`src/rtl/ps2_mouse_packet_rx_if.sv`:
```
// Decoded mouse packet bus from the PS/2 receiver to the position accumulator.
interface ps2_mouse_packet_rx_if;
  logic       packet_valid;
  logic       left_button;
  logic       right_button;
  logic       middle_button;
  logic [8:0] dx;
  logic [8:0] dy;
  logic       x_ovf;
  logic       y_ovf;
  logic       frame_error;

  modport master (
    output packet_valid, left_button, right_button, middle_button,
           dx, dy, x_ovf, y_ovf, frame_error
  );
  modport slave (
    input  packet_valid, left_button, right_button, middle_button,
           dx, dy, x_ovf, y_ovf, frame_error
  );
endinterface

```
`src/rtl/ps2_mouse_packet_rx.sv`:
```
// PS/2 mouse receiver: pin sync, clock deglitch, 11-bit frame deserializer,
// 3-byte packet assembly and a stall watchdog.
module ps2_mouse_packet_rx #(
  parameter int FILTER_LEN     = 8,
  parameter int TIMEOUT_CYCLES = 100000
) (
  input  logic                  clk,
  input  logic                  resetn,
  input  logic                  ps2_clk,
  input  logic                  ps2_data,
  ps2_mouse_packet_rx_if.master pkt
);
  localparam int FW = (FILTER_LEN > 2) ? $clog2(FILTER_LEN) : 1;
  localparam int WW = $clog2(TIMEOUT_CYCLES);

  typedef enum logic [1:0] {IDLE, DATA, PARITY, STOP} state_t;

  logic [1:0]    clk_sync, data_sync;
  logic          s_clk, s_data;
  logic          fclk, fclk_q, fall;
  logic [FW-1:0] fcnt;
  state_t        state, state_d;
  logic [2:0]    bit_idx;
  logic [7:0]    shreg;
  logic          par_bit;
  logic          byte_ok, byte_bad;
  logic [1:0]    idx;
  logic [7:0]    byte0, byte1;
  logic [WW-1:0] wd;
  logic          busy, wd_fire;

  assign s_clk  = clk_sync[1];
  assign s_data = data_sync[1];
  assign fall   = fclk_q & ~fclk;

  always_ff @(posedge clk or negedge resetn) begin
    if (!resetn) begin
      clk_sync  <= 2'b11;
      data_sync <= 2'b11;
      fclk      <= 1'b1;
      fclk_q    <= 1'b1;
      fcnt      <= '0;
    end else begin
      clk_sync  <= {clk_sync[0], ps2_clk};
      data_sync <= {data_sync[0], ps2_data};
      fclk_q    <= fclk;
      if (s_clk == fclk) begin
        fcnt <= '0;
      end else if (fcnt == FW'(FILTER_LEN - 1)) begin
        fclk <= s_clk;
        fcnt <= '0;
      end else begin
        fcnt <= fcnt + 1'b1;
      end
    end
  end

  // Edge beats watchdog on the same cycle, so the two error sources never double-pulse.
  assign busy    = (state != IDLE) || (idx != 2'd0);
  assign wd_fire = busy && !fall && (wd == WW'(TIMEOUT_CYCLES - 2));

  always_comb begin
    state_d  = state;
    byte_ok  = 1'b0;
    byte_bad = 1'b0;
    if (wd_fire) begin
      state_d = IDLE;
    end else if (fall) begin
      case (state)
        IDLE:    if (!s_data) state_d = DATA;
        DATA:    if (bit_idx == 3'd7) state_d = PARITY;
        PARITY:  state_d = STOP;
        STOP: begin
          state_d = IDLE;
          if (s_data && (^{shreg, par_bit})) byte_ok  = 1'b1;
          else                               byte_bad = 1'b1;
        end
        default: state_d = IDLE;
      endcase
    end
  end

  always_ff @(posedge clk or negedge resetn) begin
    if (!resetn) begin
      state   <= IDLE;
      bit_idx <= '0;
      shreg   <= '0;
      par_bit <= 1'b0;
    end else begin
      state <= state_d;
      if (fall) begin
        case (state)
          IDLE:   bit_idx <= '0;
          DATA: begin
            shreg   <= {s_data, shreg[7:1]};
            bit_idx <= bit_idx + 1'b1;
          end
          PARITY: par_bit <= s_data;
          default: ;
        endcase
      end
    end
  end

  // Counter sits one below the limit when it fires: firing marks it reaching TIMEOUT_CYCLES-1.
  always_ff @(posedge clk or negedge resetn) begin
    if (!resetn)                   wd <= '0;
    else if (fall || !busy || wd_fire) wd <= '0;
    else                           wd <= wd + 1'b1;
  end

  always_ff @(posedge clk or negedge resetn) begin
    if (!resetn) begin
      idx               <= '0;
      byte0             <= '0;
      byte1             <= '0;
      pkt.packet_valid  <= 1'b0;
      pkt.frame_error   <= 1'b0;
      pkt.left_button   <= 1'b0;
      pkt.right_button  <= 1'b0;
      pkt.middle_button <= 1'b0;
      pkt.dx            <= '0;
      pkt.dy            <= '0;
      pkt.x_ovf         <= 1'b0;
      pkt.y_ovf         <= 1'b0;
    end else begin
      pkt.packet_valid <= 1'b0;
      pkt.frame_error  <= 1'b0;
      if (wd_fire || byte_bad) begin
        idx             <= '0;
        pkt.frame_error <= 1'b1;
      end else if (byte_ok) begin
        case (idx)
          2'd0: if (shreg[3]) begin
            byte0 <= shreg;
            idx   <= 2'd1;
          end
          2'd1: begin
            byte1 <= shreg;
            idx   <= 2'd2;
          end
          default: begin
            idx               <= '0;
            pkt.packet_valid  <= 1'b1;
            pkt.left_button   <= byte0[0];
            pkt.right_button  <= byte0[1];
            pkt.middle_button <= byte0[2];
            pkt.dx            <= {byte0[4], byte1};
            pkt.dy            <= {byte0[5], shreg};
            pkt.x_ovf         <= byte0[6];
            pkt.y_ovf         <= byte0[7];
          end
        endcase
      end
    end
  end
endmodule
```
`src/flat_wrapper.sv`:
```
// flat-port wrapper written by rule: the top's interface ports become plain ports
module ps2_mouse_packet_rx_flat 
#(
  parameter int FILTER_LEN     = 8,
  parameter int TIMEOUT_CYCLES = 100000
)
  (clk, resetn, ps2_clk, ps2_data, pkt_packet_valid, pkt_left_button, pkt_right_button, pkt_middle_button, pkt_dx, pkt_dy, pkt_x_ovf, pkt_y_ovf, pkt_frame_error);
  ps2_mouse_packet_rx_if pkt_i ();
  input  logic clk;
  input  logic resetn;
  input  logic ps2_clk;
  input  logic ps2_data;
  output wire logic [$bits(pkt_i.packet_valid)-1:0] pkt_packet_valid;
  output wire logic [$bits(pkt_i.left_button)-1:0] pkt_left_button;
  output wire logic [$bits(pkt_i.right_button)-1:0] pkt_right_button;
  output wire logic [$bits(pkt_i.middle_button)-1:0] pkt_middle_button;
  output wire logic [$bits(pkt_i.dx)-1:0] pkt_dx;
  output wire logic [$bits(pkt_i.dy)-1:0] pkt_dy;
  output wire logic [$bits(pkt_i.x_ovf)-1:0] pkt_x_ovf;
  output wire logic [$bits(pkt_i.y_ovf)-1:0] pkt_y_ovf;
  output wire logic [$bits(pkt_i.frame_error)-1:0] pkt_frame_error;
  assign pkt_packet_valid = pkt_i.packet_valid;
  assign pkt_left_button = pkt_i.left_button;
  assign pkt_right_button = pkt_i.right_button;
  assign pkt_middle_button = pkt_i.middle_button;
  assign pkt_dx = pkt_i.dx;
  assign pkt_dy = pkt_i.dy;
  assign pkt_x_ovf = pkt_i.x_ovf;
  assign pkt_y_ovf = pkt_i.y_ovf;
  assign pkt_frame_error = pkt_i.frame_error;
  ps2_mouse_packet_rx #(.FILTER_LEN(FILTER_LEN), .TIMEOUT_CYCLES(TIMEOUT_CYCLES)) u_core (.clk(clk), .resetn(resetn), .ps2_clk(ps2_clk), .ps2_data(ps2_data), .pkt(pkt_i));
endmodule
```
`config.mk`:
```
export PLATFORM = sky130hd
export DESIGN_NAME = ps2_mouse_packet_rx_flat
export DESIGN_NICKNAME = d
export VERILOG_FILES = /design/src/rtl/ps2_mouse_packet_rx_if.sv /design/src/rtl/ps2_mouse_packet_rx.sv /design/src/flat_wrapper.sv
export SDC_FILE = /design/constraint.sdc
export NUM_CORES = 1
export LEC_CHECK = 0
export ABC_AREA = 1
export ABC_CLOCK_PERIOD_IN_PS = 2600
export CAP_MARGIN = 20
export CORE_ASPECT_RATIO = 0.8
export CORE_UTILIZATION = 41
export DETAILED_ROUTE_END_ITERATION = 7
export HOLD_SLACK_MARGIN = 0.05
export PLACE_DENSITY = 0.61
export SKIP_LAST_GASP = 1
export SLEW_MARGIN = 5
export SYNTH_ARGS = -nofsm -noshare
export SYNTH_HDL_FRONTEND = slang
export SYNTH_SLANG_ARGS = --single-unit
```
`constraint.sdc`:
```
create_clock -name clk -period 2.6 [get_ports clk]
set_input_delay 0.39 -clock clk [delete_from_list [all_inputs] [get_ports clk]]
set_output_delay 0.39 -clock clk [all_outputs]
set_load 0.02 [all_outputs]
```
* Word-level counts from Yosys, hierarchy flattened
Cells that the tools add are included.
** Cells by class
- Muxes and demuxes :: 25
- Reduce and logical (&&, ||, !) cells :: 27
- Bitwise operators :: 5
- Order comparisons :: 0
- Div/mod/pow operators :: 0
- Equal/unequal tests :: 11
- Multiply operators :: 0
- $add $sub $neg :: 3
- Shifts and indexed selects :: 0
** Operator list (number)
- $add A17 B1 Y17 const B :: 1
- $eq A17 B17 Y1 const B :: 1
- $mux W17 :: 1
- $mux W2 :: 7
- $mux W1 :: 12
- $reduce_and A2 Y1 :: 5
- $reduce_bool A2 Y1 :: 5
- $reduce_and A3 Y1 :: 3
- $reduce_xor A9 Y1 :: 1
- $pmux W2 S4 :: 1
- $add A3 B1 Y3 const B :: 2
- $eq A3 B3 Y1 const B :: 2
- $mux W3 :: 2
- $ne A3 B1 Y1 const B :: 2
- $pmux W3 S2 :: 1
- $eq A2 B1 Y1 const B :: 2
- $eq A2 B2 Y1 const B :: 2
- $logic_not A2 Y1 :: 2
- $logic_or A1 B1 Y1 :: 4
- $not A1 Y1 :: 4
- $pmux W2 S2 :: 1
- $reduce_and A4 Y1 :: 1
- $logic_and A1 B1 Y1 :: 3
- $ne A3 B3 Y1 const B :: 1
- other kinds (4) :: 5
** Storage, ports and cells
- Bits in writable memories :: 0
- Flip-flop bits (word level) :: 83
- Input bits :: 4
- Memory bits (read-only) :: 0
- Latch bits :: 0
- Output and inout port bits :: 25
- Memories kept :: 0
- Logic and storage cells :: 93

* Depth between registers and ports, before layout
Gate-level depths: netlist of the first run.
- Word-level depth :: 9
- Gate-level depth with buffers :: 15
- Gate-level depth less buffers :: 15

* Least setup slack after synthesis of the first run
Ideal clock, no wire load.
- Kind :: register to register
- From :: reg u_core.wd[0]
- To :: reg u_core.idx[0]
- Data arrival time :: 1.493 ns
- Setup time :: 0.119 ns
- Slack :: 0.989 ns
- Required time :: 2.481 ns
- Buffers on the path :: 0
- Clock period less this slack :: 1.611 ns
- Cell stages (with the launch flop) :: 10
- Path through :: dfrtp_1 inv_1 ha_1 nand4_1 nor3_1 nand3_2 nand2_1 nand2_4 nand3_4 nand2_1
** On the way
- Cells in the longest elaborated chain, start to end :: 6
- Elaborated cells between the ends (all ways) :: 9
- Classes of those cells :: eq/ne: 2; mux: 3; reduce/logical: 4
** Ends and longest elaborated chain
- start, declared :: RTL line ps2_mouse_packet_rx.sv:29 : logic [WW-1:0] wd;
- start signal, assigned :: RTL line ps2_mouse_packet_rx.sv:109 : else wd <= wd + 1'b1;
- $eq A17 B17 Y1 (*) :: RTL line ps2_mouse_packet_rx.sv:60 : assign wd_fire = busy && !fall && (wd == WW'(TIMEOUT_CYCLES - 2));
- $logic_and A1 B1 Y1 (*) :: RTL line ps2_mouse_packet_rx.sv:60
- $mux W1 :: RTL line ps2_mouse_packet_rx.sv:66 : if (wd_fire) begin
- $logic_or A1 B1 Y1 :: RTL line ps2_mouse_packet_rx.sv:129 : if (wd_fire || byte_bad) begin
- $ne A3 B1 Y1 (no source line) / $reduce_bool A2 Y1 (equally long branches)
- $reduce_and A2 Y1 (no source line)
- end signal, assigned :: RTL line ps2_mouse_packet_rx.sv:130 : idx <= '0;
- end signal, assigned :: RTL line ps2_mouse_packet_rx.sv:136 : idx <= 2'd1;
- end signal, assigned :: RTL line ps2_mouse_packet_rx.sv:140 : idx <= 2'd2;
- end, declared :: RTL line ps2_mouse_packet_rx.sv:27 : logic [1:0] idx;
Every way passes the cells marked *; elsewhere a longest branch is shown, timed or not.
A chain may end at the register's enable or synchronous reset.

* Worst setup path in the final report of the first run
- From :: reg u_core.shreg[3]
- To :: reg u_core.pkt.y_ovf
** On the way
- Cells in the longest elaborated chain, start to end :: 9
- Elaborated cells between the ends (all ways) :: 13
- Classes of those cells :: mux: 8; bitwise: 1; reduce/logical: 4
** Ends and longest elaborated chain
- start, declared :: RTL line ps2_mouse_packet_rx.sv:24 : logic [7:0] shreg;
- start signal, assigned :: RTL line ps2_mouse_packet_rx.sv:95 : shreg <= {s_data, shreg[7:1]};
- $reduce_xor A9 Y1 (*) :: RTL line ps2_mouse_packet_rx.sv:75 : if (s_data && (^{shreg, par_bit})) byte_ok = 1'b1;
- $logic_and A1 B1 Y1 (*) :: RTL line ps2_mouse_packet_rx.sv:75
- $mux W1 :: RTL line ps2_mouse_packet_rx.sv:75
- $mux W1 :: RTL line ps2_mouse_packet_rx.sv:69 : case (state)
- $mux W1 :: RTL line ps2_mouse_packet_rx.sv:68 : end else if (fall) begin
- $mux W1 :: RTL line ps2_mouse_packet_rx.sv:66
- $logic_or A1 B1 Y1 :: RTL line ps2_mouse_packet_rx.sv:129
- $not A1 Y1 (no source line)
- $reduce_and A3 Y1 (no source line) (*)
- end signal, assigned :: RTL line ps2_mouse_packet_rx.sv:151 : pkt.y_ovf <= byte0[7];
- end, declared :: RTL line ps2_mouse_packet_rx_if.sv:15 : dx, dy, x_ovf, y_ovf, frame_error
Marked as above.

==> impl_metrics.yaml, run 1 <==
logic_synthesis:
  syn_area_per_cell_um2: 9.33
  ys.flop_type: "dfrtp_1"
  synth_fp_nets: 419
  synth_common_cells: "131 x nand2_1, 76 x dfrtp_1, 31 x inv_1"
  yosysSeqAreaShare: 0.547
  syn-cell-area_um2: 3770
  synth.area.top_cells: "dfrtp_1 50%, nand2_1 13%, dfstp_2 4.2%, ha_1 3.7%, inv_1 3.1%"
  ys_types: 38
  yosysTopAreaCell: "dfrtp_1"
  netlist.area_leader.share: 0.505
  synthCells: 404
  synth_seq_cells: 82
  synth_most_common_cell: "nand2_1"
  synth-edff-count: 0
  synth-warning-count: 0
  synthArstFlopShare: 1.00
floorplan:
  dieArea_um2: 9580
  core_area_um2: 8710
  ios: 29
  die_h_um: 87.7
  die_w_um: 109
  start_util: 0.433
  fp-row-count: 30
route:
  wl_per_cell_um: 11.9
  routed_wl_mm: 6.62
  ant_nets: 0
  viasPerCell: 4.81
  num_vias: 2671
  dr.pass1.iters: 4
  drc_errors: 0
  drt_iter0_drc: 114
min_path:
  whs_path_depth: 0
  hp-class: "reg2reg"
  holdPathEnd: "u_core.clk_sync[1]$_DFF_PN1_"
  hp-start: "u_core.clk_sync[0]$_DFF_PN1_"
setup_path:
  critPathCaptureType: "flop"
  r2r_slack_ns: 0.71
  start_kind: "flop"
  critPathMaxStageDelay_ns: 0.40
  r2r_start: "u_core.shreg[3]$_DFFE_PN0P_"
  crit_arrival_ns: 2.12
  rr_worst_depth: 12
  path_cells: "inv_2 > nand2_1 > nand2_1 > nand2_1 > nand2_1 > nand3_2 > nand4_4 > inv_2 > nand2_4 > inv_6 > nand2_1 > nand2_1"
  cpMostUsedCell: "nand2_1"
  crit_path_top_delay_cell: "dfrtp_1"
  path_delay_family: "simple AND/OR/NAND/NOR gates"
  path_class: "reg2reg"
  crit_path_max_fanout: 32
  critPathBufInv: 3
  cp_data_required_time_ns: 2.83
  reg2reg_to: "u_core.pkt.y_ovf$_DFFE_PN0P_"
sta:
  rsz0062_at_grt: "false"
  fin_crit_sh: 0.726
  hold_viol_final: 0
  setup_ws_ns: 0.713
  fin_crit_ns: 1.89
  finalSetupTns_ns: 0
  slew_viol_final: 0
  relSlewSlack: 0.640
  setup_viol: 0
  fmax_mhz: 530
  skew_ns: 0.00880
  tightest_slew_ns: 0.539
power_and_ir_drop:
  leakage_nw: 2.13
  peakVddDrop_mv: 0.506
  p_per_area_nw_per_um2: 728
  p_total_mw: 3.26
clock_network:
  cts_buffers: 9
  clkLatencyLatePin_ns: 0.34
  post-cts-setup-buffers: 0
  clk_path_buf_depth: 2
  h-tree-depth: 3
  cts_tree: "yes"
  cts_resized: 0
  cts.clk_slew.worst_paths_ns: 0.06
  clock-sinks: 82
  cts_root_buffer: "clkbuf_16"
placed_design:
  place_ws_ns: 0.675
  port_buffers: 28
  dp.cells: 538
  placed_cell_area_um2: 4140
  gp_congestion: 0.798
  hpwlAfterDp_mm: 4.58
finish:
  finalNonFillerCells: 555
  area_growth_pct: 18.8
  diodes: 0
  drive_gt1_frac: 0.160
  finalNetCount: 453
  fin_area_um2: 4470
global_routing:
  grt.total_usage: 0.158
  antenna_found_initial: 0
  grt_pass1_wl_mm: 11.4
  overflow: 0
  grt_pass1_vias: 2469
  grt_max_degree: 47
flow_run:
  max_cap_viol_count: 0
run_status:
  status: "finished, final reports clean"
-- routing by layer --
layer	routed length (um)	vias up	track usage
li1	-	1373	-
met1	3420	1244	0.212
met2	2860	45	0.240
met3	250	9	0.0491
met4	93	0	0.0582
met5	0	-	0
-- cells by family after synthesis --
logic type               Yosys count  synth area share
AO/OA/AOI/OAI                     41            0.0714
XOR/XNOR                           5            0.0116
adder cells (fa/ha/maj)           11            0.0365
buffers and inverters             51            0.0641
flip-flops                        82             0.547
AND/OR/NAND/NOR                  214             0.270
-- worst register-to-register path, stage by stage (launching register included) --
cell and delay (ns):
dfrtp_1 0.40, inv_2 0.16, nand2_1 0.07, nand2_1 0.09, nand2_1 0.06, nand2_1 0.10
nand3_2 0.13, nand4_4 0.13, inv_2 0.05, nand2_4 0.29, inv_6 0.15, nand2_1 0.10
nand2_1 0.05
-- registers in the layout (all words and copies together) (netlist names), 2 cells and up --
name / flops
u_core.clk_sync: 2
u_core.pkt.dy: 9
u_core.byte0: 7
u_core.pkt.dx: 9
u_core.byte1: 8
u_core.fcnt: 3
u_core.data_sync: 2
u_core.bit_idx: 3
u_core.wd: 17
u_core.state: 2
u_core.idx: 2
u_core.shreg: 8
-- how the worst max path moves through the flow --
stage                     slack, ns                              endpoint  cells past startpoint                        start
after floorplan                0.99             u_core.idx[0]$_DFFE_PN0P_                      9       u_core.wd[0]$_DFF_PN0_
after detailed placement       0.68          u_core.pkt.y_ovf$_DFFE_PN0P_                     12  u_core.shreg[3]$_DFFE_PN0P_
final                          0.71          u_core.pkt.y_ovf$_DFFE_PN0P_                     12  u_core.shreg[3]$_DFFE_PN0P_
after global placement         0.67  u_core.pkt.middle_button$_DFFE_PN0P_                     12  u_core.shreg[3]$_DFFE_PN0P_
after CTS                      0.66          u_core.pkt.y_ovf$_DFFE_PN0P_                     12  u_core.shreg[3]$_DFFE_PN0P_
after global routing           0.45               u_core.wd[10]$_DFF_PN0_                      8       u_core.wd[0]$_DFF_PN0_
-- cell usage in the layout (no fill, tap or decap), drive strengths merged --
| cell type | Yosys | final |
|---|---|---|
| a211oi | 2 | 2 |
| a21oi | 6 | 6 |
| a221oi | 1 | 1 |
| buf | 6 | 2 |
| bufinv | 0 | 2 |
| clkbuf | 1 | 11 |
| clkdlybuf4s50 | 0 | 27 |
| clkinv | 2 | 4 |
| dfrtp | 76 | 76 |
| dfstp | 6 | 6 |
| dlygate4sd3 | 0 | 1 |
| ha | 11 | 11 |
| inv | 42 | 43 |
| nand2 | 142 | 142 |
| nand3 | 12 | 12 |
| nand4 | 15 | 15 |
| nor2 | 26 | 26 |
| nor3 | 12 | 12 |
| nor3b | 5 | 5 |
| nor4 | 1 | 1 |
| o21a | 1 | 1 |
| o21ai | 31 | 31 |
| or2 | 1 | 1 |
| xnor2 | 2 | 2 |
| xor2 | 3 | 3 |
-- metrics by stage --
| stage | util | hold WS (ns) |
|---|---|---|
| after global routing | 0.514 | 0.360 |
| final | 0.514 | 0.356 |
| after CTS | 0.514 | 0.355 |
| after detailed placement | 0.475 | 0.347 |
| after global placement | 0.475 | 0.346 |
| after floorplan | - | 0.0944 |
-- final cells by class --
| cell class | count | area [um^2] |
|---|---|---|
| Clock buffer | 11 | 243 |
| Clock inverter | 5 | 86.3 |
| Fill cell | 818 | 4230 |
| Inverter | 44 | 171 |
| Multi-Input combinational cell | 271 | 1470 |
| Sequential cell | 82 | 2060 |
| Tap cell | 112 | 140 |
| Timing Repair Buffer | 30 | 308 |
-- what timing repair did --
action                                 CTS  global route
endpoints found under the hold margin   34             0
setup endpoints to repair                0             0
hold buffers                             1             0
-- power breakdown --
part	switching, mW	internal, mW
registers	0.0624	1.37
clock network	0.507	0.874
logic	0.301	0.138
Power figures use the tool's default switching activity.
==> run 2, diff against run 1 <==
- ABC_CLOCK_PERIOD_IN_PS: 2600 -> 1970
- clock period: 2.6 -> 1.97 ns (I/O delays scaled with it)
==> run 2 against run 1 <==
  * Clock power grew 25%
  * Critical path depth grew 1
  * Sequential power grew 32%
  * Hold slack lost 0.00080 ns
  * Power grew 32%
  * First-iteration DRC count grew 12%
  * Cell count grew 1.8%
  * Register-to-register slack lost 0.50 ns
  * Global-route usage grew 1.2 points
  * Combinational power grew 53%
  * Sequential cell count is the same
  * Clock-buffer cell count shrank 2
  * Largest cell class unchanged
==> impl_metrics.yaml, run 2 (same netlist as run 1, synthesis figures left out) <==
clock_network:
  h-tree-depth: 3
  cts_tree: "yes"
  clkLatencyLatePin_ns: 0.34
  clock-sinks: 82
  clk_path_buf_depth: 2
  cts.clk_slew.worst_paths_ns: 0.07
  cts_buffers: 9
  cts_root_buffer: "clkbuf_16"
setup_path:
  path_cells: "inv_2 > nand2_1 > nand2_1 > inv_2 > nand2_1 > nand2_1 > nand3_2 > nand4_4 > inv_2 > nand2_8 > inv_6 > nand2_1 > nand2_1"
  cpMostUsedCell: "nand2_1"
  crit_path_top_delay_cell: "dfrtp_1"
  rr_worst_depth: 13
  crit_path_max_fanout: 32
  start_kind: "flop"
  path_class: "reg2reg"
  critPathMaxStageDelay_ns: 0.42
  critPathCaptureType: "flop"
  crit_arrival_ns: 2.04
  cp_data_required_time_ns: 2.25
floorplan:
  die_w_um: 109
  dieArea_um2: 9580
  ios: 29
  fp-row-count: 30
  die_h_um: 87.7
  core_area_um2: 8710
  start_util: 0.433
sta:
  fin_crit_ns: 1.76
  skew_ns: 0.00796
  finalSetupTns_ns: 0
  setup_viol: 0
  tightest_slew_ns: 0.481
  slew_viol_final: 0
  timing.hold.ws_ns: 0.355
  fin_crit_sh: 0.894
  relSlewSlack: 0.678
  hold_viol_final: 0
  fmax_mhz: 568
finish:
  top_regs: "u_core.wd: 17 flops, u_core.pkt.dx: 9 flops, u_core.pkt.dy: 9 flops"
  area_growth_pct: 21.9
  largest_reg_flops: 17
  drive_gt1_frac: 0.188
  top_register: "u_core.wd"
  final_common_cell: "nand2_1"
  finalNetCount: 463
  finalNonFillerCells: 565
  final_cell_mix: "130 x nand2_1, 76 x dfrtp_1, 31 x inv_1, 27 x clkdlybuf4s50_1, 24 x nor2_1"
  diodes: 0
placed_design:
  gp_congestion: 0.802
  hpwlAfterDp_mm: 4.89
  port_buffers: 28
  dp.cells: 546
power_and_ir_drop:
  peakVddDrop_mv: 0.676
  p_per_area_nw_per_um2: 935
  leakage_nw: 2.18
global_routing:
  grt_pass1_vias: 2518
  grt_pass1_wl_mm: 12.3
  overflow: 0
  antenna_found_initial: 0
  grt.total_usage: 0.170
  grt_max_degree: 39
route:
  wl_per_cell_um: 12.3
  drc_errors: 0
  routed_wl_mm: 6.94
  drt_iter0_drc: 128
  dr.pass1.iters: 4
  viasPerCell: 4.75
  ant_nets: 0
  num_vias: 2685
min_path:
  hp-class: "reg2reg"
  whs_path_depth: 0
run_status:
  status: "finished, final reports clean"
flow_run:
  max_cap_viol_count: 0
[run 2: cell count changes in the layout (fill, tap and decap cells not counted), sizes merged]
| cell | change |
|---|---|
| bufinv | -1 |
| clkbuf | -2 |
| buf | +10 |
| inv | +3 |
[run 2: report_power, final]
group	switching (mW)	leakage, nW	internal, mW	total [mW]
sequential	0.0842	1.12	1.81	1.89
combinational	0.424	0.908	0.248	0.672
clock	0.719	0.153	1.01	1.73
[run 2: worst paths after layout]
| path | from | endpoint | slack [ns] |
|---|---|---|---|
| setup reg to reg | u_core.shreg[4]$_DFFE_PN0P_ | u_core.pkt.dx[3]$_DFFE_PN0P_ | 0.21 |
| max in group asynchronous | resetn | u_core.fcnt[0]$_DFF_PN0_ | 0.98 |
| hold reg to reg | u_core.data_sync[0]$_DFF_PN1_ | u_core.data_sync[1]$_DFF_PN1_ | 0.36 |
| setup / recovery | u_core.shreg[4]$_DFFE_PN0P_ | u_core.pkt.dx[3]$_DFFE_PN0P_ | 0.21 |
| min in group asynchronous | resetn | u_core.pkt.dx[3]$_DFFE_PN0P_ | 0.40 |
| hold / removal | u_core.data_sync[0]$_DFF_PN1_ | u_core.data_sync[1]$_DFF_PN1_ | 0.36 |
[run 2: area by class of cell]
cell class	instances	area (um^2)
Sequential cell	82	2060
Clock inverter	7	85.1
Fill cell	804	4120
Clock buffer	9	225
Tap cell	112	140
Timing Repair Buffer	40	408
Inverter	44	171
Multi-Input combinational cell	271	1500
[run 2: worst max-delay path: cells and delay by family (launching register included)]
family                 cells  cell delay (ns)
AND/OR/NAND/NOR            9             0.81
flip-flops                 1             0.42
buffers and inverters      4             0.45
[run 2: what timing repair did]
item,in CTS,in global routing
resized for setup,0,6
endpoints found under the hold margin,23,0
setup buffers,0,2
hold buffers,1,0
setup endpoints to repair,0,31
[run 2: per-stage QoR]
stage | worst slack, ns | total power, mW | utilization | area, um^2
finish | 0.208 | 4.29 | 0.527 | 4590
CTS | 0.0772 | 4.35 | 0.520 | 4530
detailed placement | 0.0917 | 2.60 | 0.483 | 4210
global route | -0.00751 | 4.56 | 0.527 | 4590
global placement | 0.141 | 2.57 | 0.483 | 4210
floorplan | 0.359 | 2.36 | - | 3770
[run 2: layer usage]
metal  vias up  track usage  wire, um
li1       1391            -         -
met1      1251        0.243      3620
met2        34        0.244      3010
met3         9       0.0491       222
met4         0       0.0630        87
met5         -            0         0
==> run 3, diff against run 2 <==
- ABC_CLOCK_PERIOD_IN_PS: 1970 -> unset
- TNS_END_PERCENT: unset -> 50
==> run 3 against run 2 <==
  * Core utilization down 0.23 points
  * Largest power group unchanged
  * Routed wire length about the same
  * Critical path depth down 1
  * Cell count down 0.18%
  * Sequential share of layout area up 0.20 points
  * Fmax down 2.8%
==> impl_metrics.yaml, run 3 (same netlist as run 1, synthesis figures left out) <==
floorplan:
  start_util: 0.433
  ios: 29
  dieArea_um2: 9580
  die_h_um: 87.7
  die_w_um: 109
  core_area_um2: 8710
  fp-row-count: 30
route:
  wl_per_cell_um: 12.3
  wl_met1_mm: 3.61
  num_vias: 2696
  viasPerCell: 4.78
  top_layer_used: "met4"
  wl_met2_mm: 2.98
  routed_wl_mm: 6.94
  dr.pass1.iters: 4
  drt_iter0_drc: 133
  drc_errors: 0
  routed-wl-met3_um: 239
  ant_nets: 0
clock_network:
  clock-sinks: 82
  cts_root_buffer: "clkbuf_16"
  h-tree-depth: 3
  cts_tree: "yes"
  cts.clk_slew.worst_paths_ns: 0.07
  clkLatencyLatePin_ns: 0.34
  clk_path_buf_depth: 2
  cts_buffers: 9
setup_path:
  path_cells: "inv_2 > nand2_1 > nand2_1 > nand2_1 > nand2_1 > inv_2 > nand2_2 > nand3_2 > clkinv_2 > nand4_4 > nand2_1 > o21ai_2"
  cp_data_required_time_ns: 2.19
  path_class: "reg2reg"
  r2r_slack_ns: 0.16
  cpMostUsedCell: "nand2_1"
  critPathLaunch: "u_core.shreg[4]$_DFFE_PN0P_"
  critPathCaptureType: "flop"
  crit_path_top_delay_cell: "dfrtp_1"
  crit_path_max_fanout: 17
  r2r_start: "u_core.shreg[4]$_DFFE_PN0P_"
  critPathMaxStageDelay_ns: 0.42
  rr_worst_depth: 12
  crit_arrival_ns: 2.03
  start_kind: "flop"
  reg2reg_to: "u_core.byte1[0]$_DFFE_PN0P_"
  crit_end: "u_core.byte1[0]$_DFFE_PN0P_"
placed_design:
  port_buffers: 28
  gp_congestion: 0.802
  placed_cell_area_um2: 4210
  place_ws_ns: 0.0917
  hpwlAfterDp_mm: 4.89
finish:
  largest_reg_flops: 17
  diodes: 0
  fin_area_um2: 4570
  final_common_cell: "nand2_1"
  final_cell_mix: "130 x nand2_1, 76 x dfrtp_1, 31 x inv_1, 27 x clkdlybuf4s50_1, 24 x nor2_1"
  post-route-util: 0.525
  top_register: "u_core.wd"
  area_growth_pct: 21.4
  drive_gt1_frac: 0.186
  finalNetCount: 462
  top_regs: "u_core.wd: 17 flops, u_core.pkt.dx: 9 flops, u_core.pkt.dy: 9 flops"
power_and_ir_drop:
  leakage_nw: 2.17
  peakVddDrop_mv: 0.676
  p_per_area_nw_per_um2: 938
sta:
  skew_ns: 0.00792
  fin_crit_ns: 1.81
  hold_viol_final: 0
  setup_ws_ns: 0.157
  relSlewSlack: 0.679
  fmax_mhz: 552
  tightest_slew_ns: 0.480
  rsz0062_at_grt: "true"
  finalSetupTns_ns: 0
  fin_crit_sh: 0.920
  slew_viol_final: 0
  timing.hold.ws_ns: 0.355
  setup_viol: 0
global_routing:
  antenna_found_initial: 0
  grt.total_usage: 0.170
  grt_pass1_vias: 2518
  overflow: 0
  grt_max_degree: 39
  grt_pass1_wl_mm: 12.3
flow_run:
  max_cap_viol_count: 0
run_status:
  status: "finished, final reports clean"
min_path:
  hp-class: "reg2reg"
[run 3: cell types whose count changed in the layout (fill, tap and decap cells not counted)]
| cell | change |
|---|---|
| buf_12 | -1 |
[run 3: report_power, final]
part | internal, mW | switching [mW]
Combinational | 0.248 | 0.424
Clock | 1.01 | 0.715
Sequential | 1.81 | 0.0830
Total | 3.07 | 1.22
[run 3: worst min path at each step]
stage / startpoint / end / slack [ns] / cells past startpoint
after floorplan: resetn / u_core.bit_idx[0]$_DFFE_PN0P_ / -0.00009 / 0
after global placement: resetn / u_core.pkt.dx[3]$_DFFE_PN0P_ / 0.23 / 1
after CTS: ps2_data / u_core.data_sync[0]$_DFF_PN1_ / 0.35 / 1
after global routing: u_core.clk_sync[0]$_DFF_PN1_ / u_core.clk_sync[1]$_DFF_PN1_ / 0.36 / 0
final: u_core.data_sync[0]$_DFF_PN1_ / u_core.data_sync[1]$_DFF_PN1_ / 0.36 / 0
after detailed placement: resetn / u_core.pkt.dy[3]$_DFFE_PN0P_ / 0.23 / 1
[run 3: layout make-up]
type | count | area (um^2)
inverters | 44 | 171
repair buffers | 39 | 388
fillers | 806 | 4140
flip-flops and latches | 82 | 2060
multi-input cells | 271 | 1500
clock inverters | 7 | 85.1
clock buffers | 9 | 225
well taps | 112 | 140
[run 3: stage by stage]
step / std cells / power (mW)
detailed placement: 546 / 2.60
floorplan: 404 / 2.36
CTS: 563 / 4.35
global route: 564 / 4.56
finish: 564 / 4.29
global placement: 546 / 2.57
[run 3: worst max-delay path, delay by kind of cell (launching register included)]
family	cells	cell delay, ns
compound gates	1	0.06
simple gates	8	0.96
buf+inv	3	0.24
flops	1	0.42
[run 3: what timing repair did]
item / CTS / global route
hold buffers: 1 / 0
setup buffers: 0 / 1
hold endpoints to repair: 23 / 0
endpoints found under the setup margin: 0 / 31
resized for setup: 0 / 6
[run 3: layer usage]
layer | GRT usage | vias to the layer above
li1 | - | 1389
met1 | 0.243 | 1253
met2 | 0.244 | 43
met3 | 0.0491 | 11
met4 | 0.0630 | 0
met5 | 0 | -
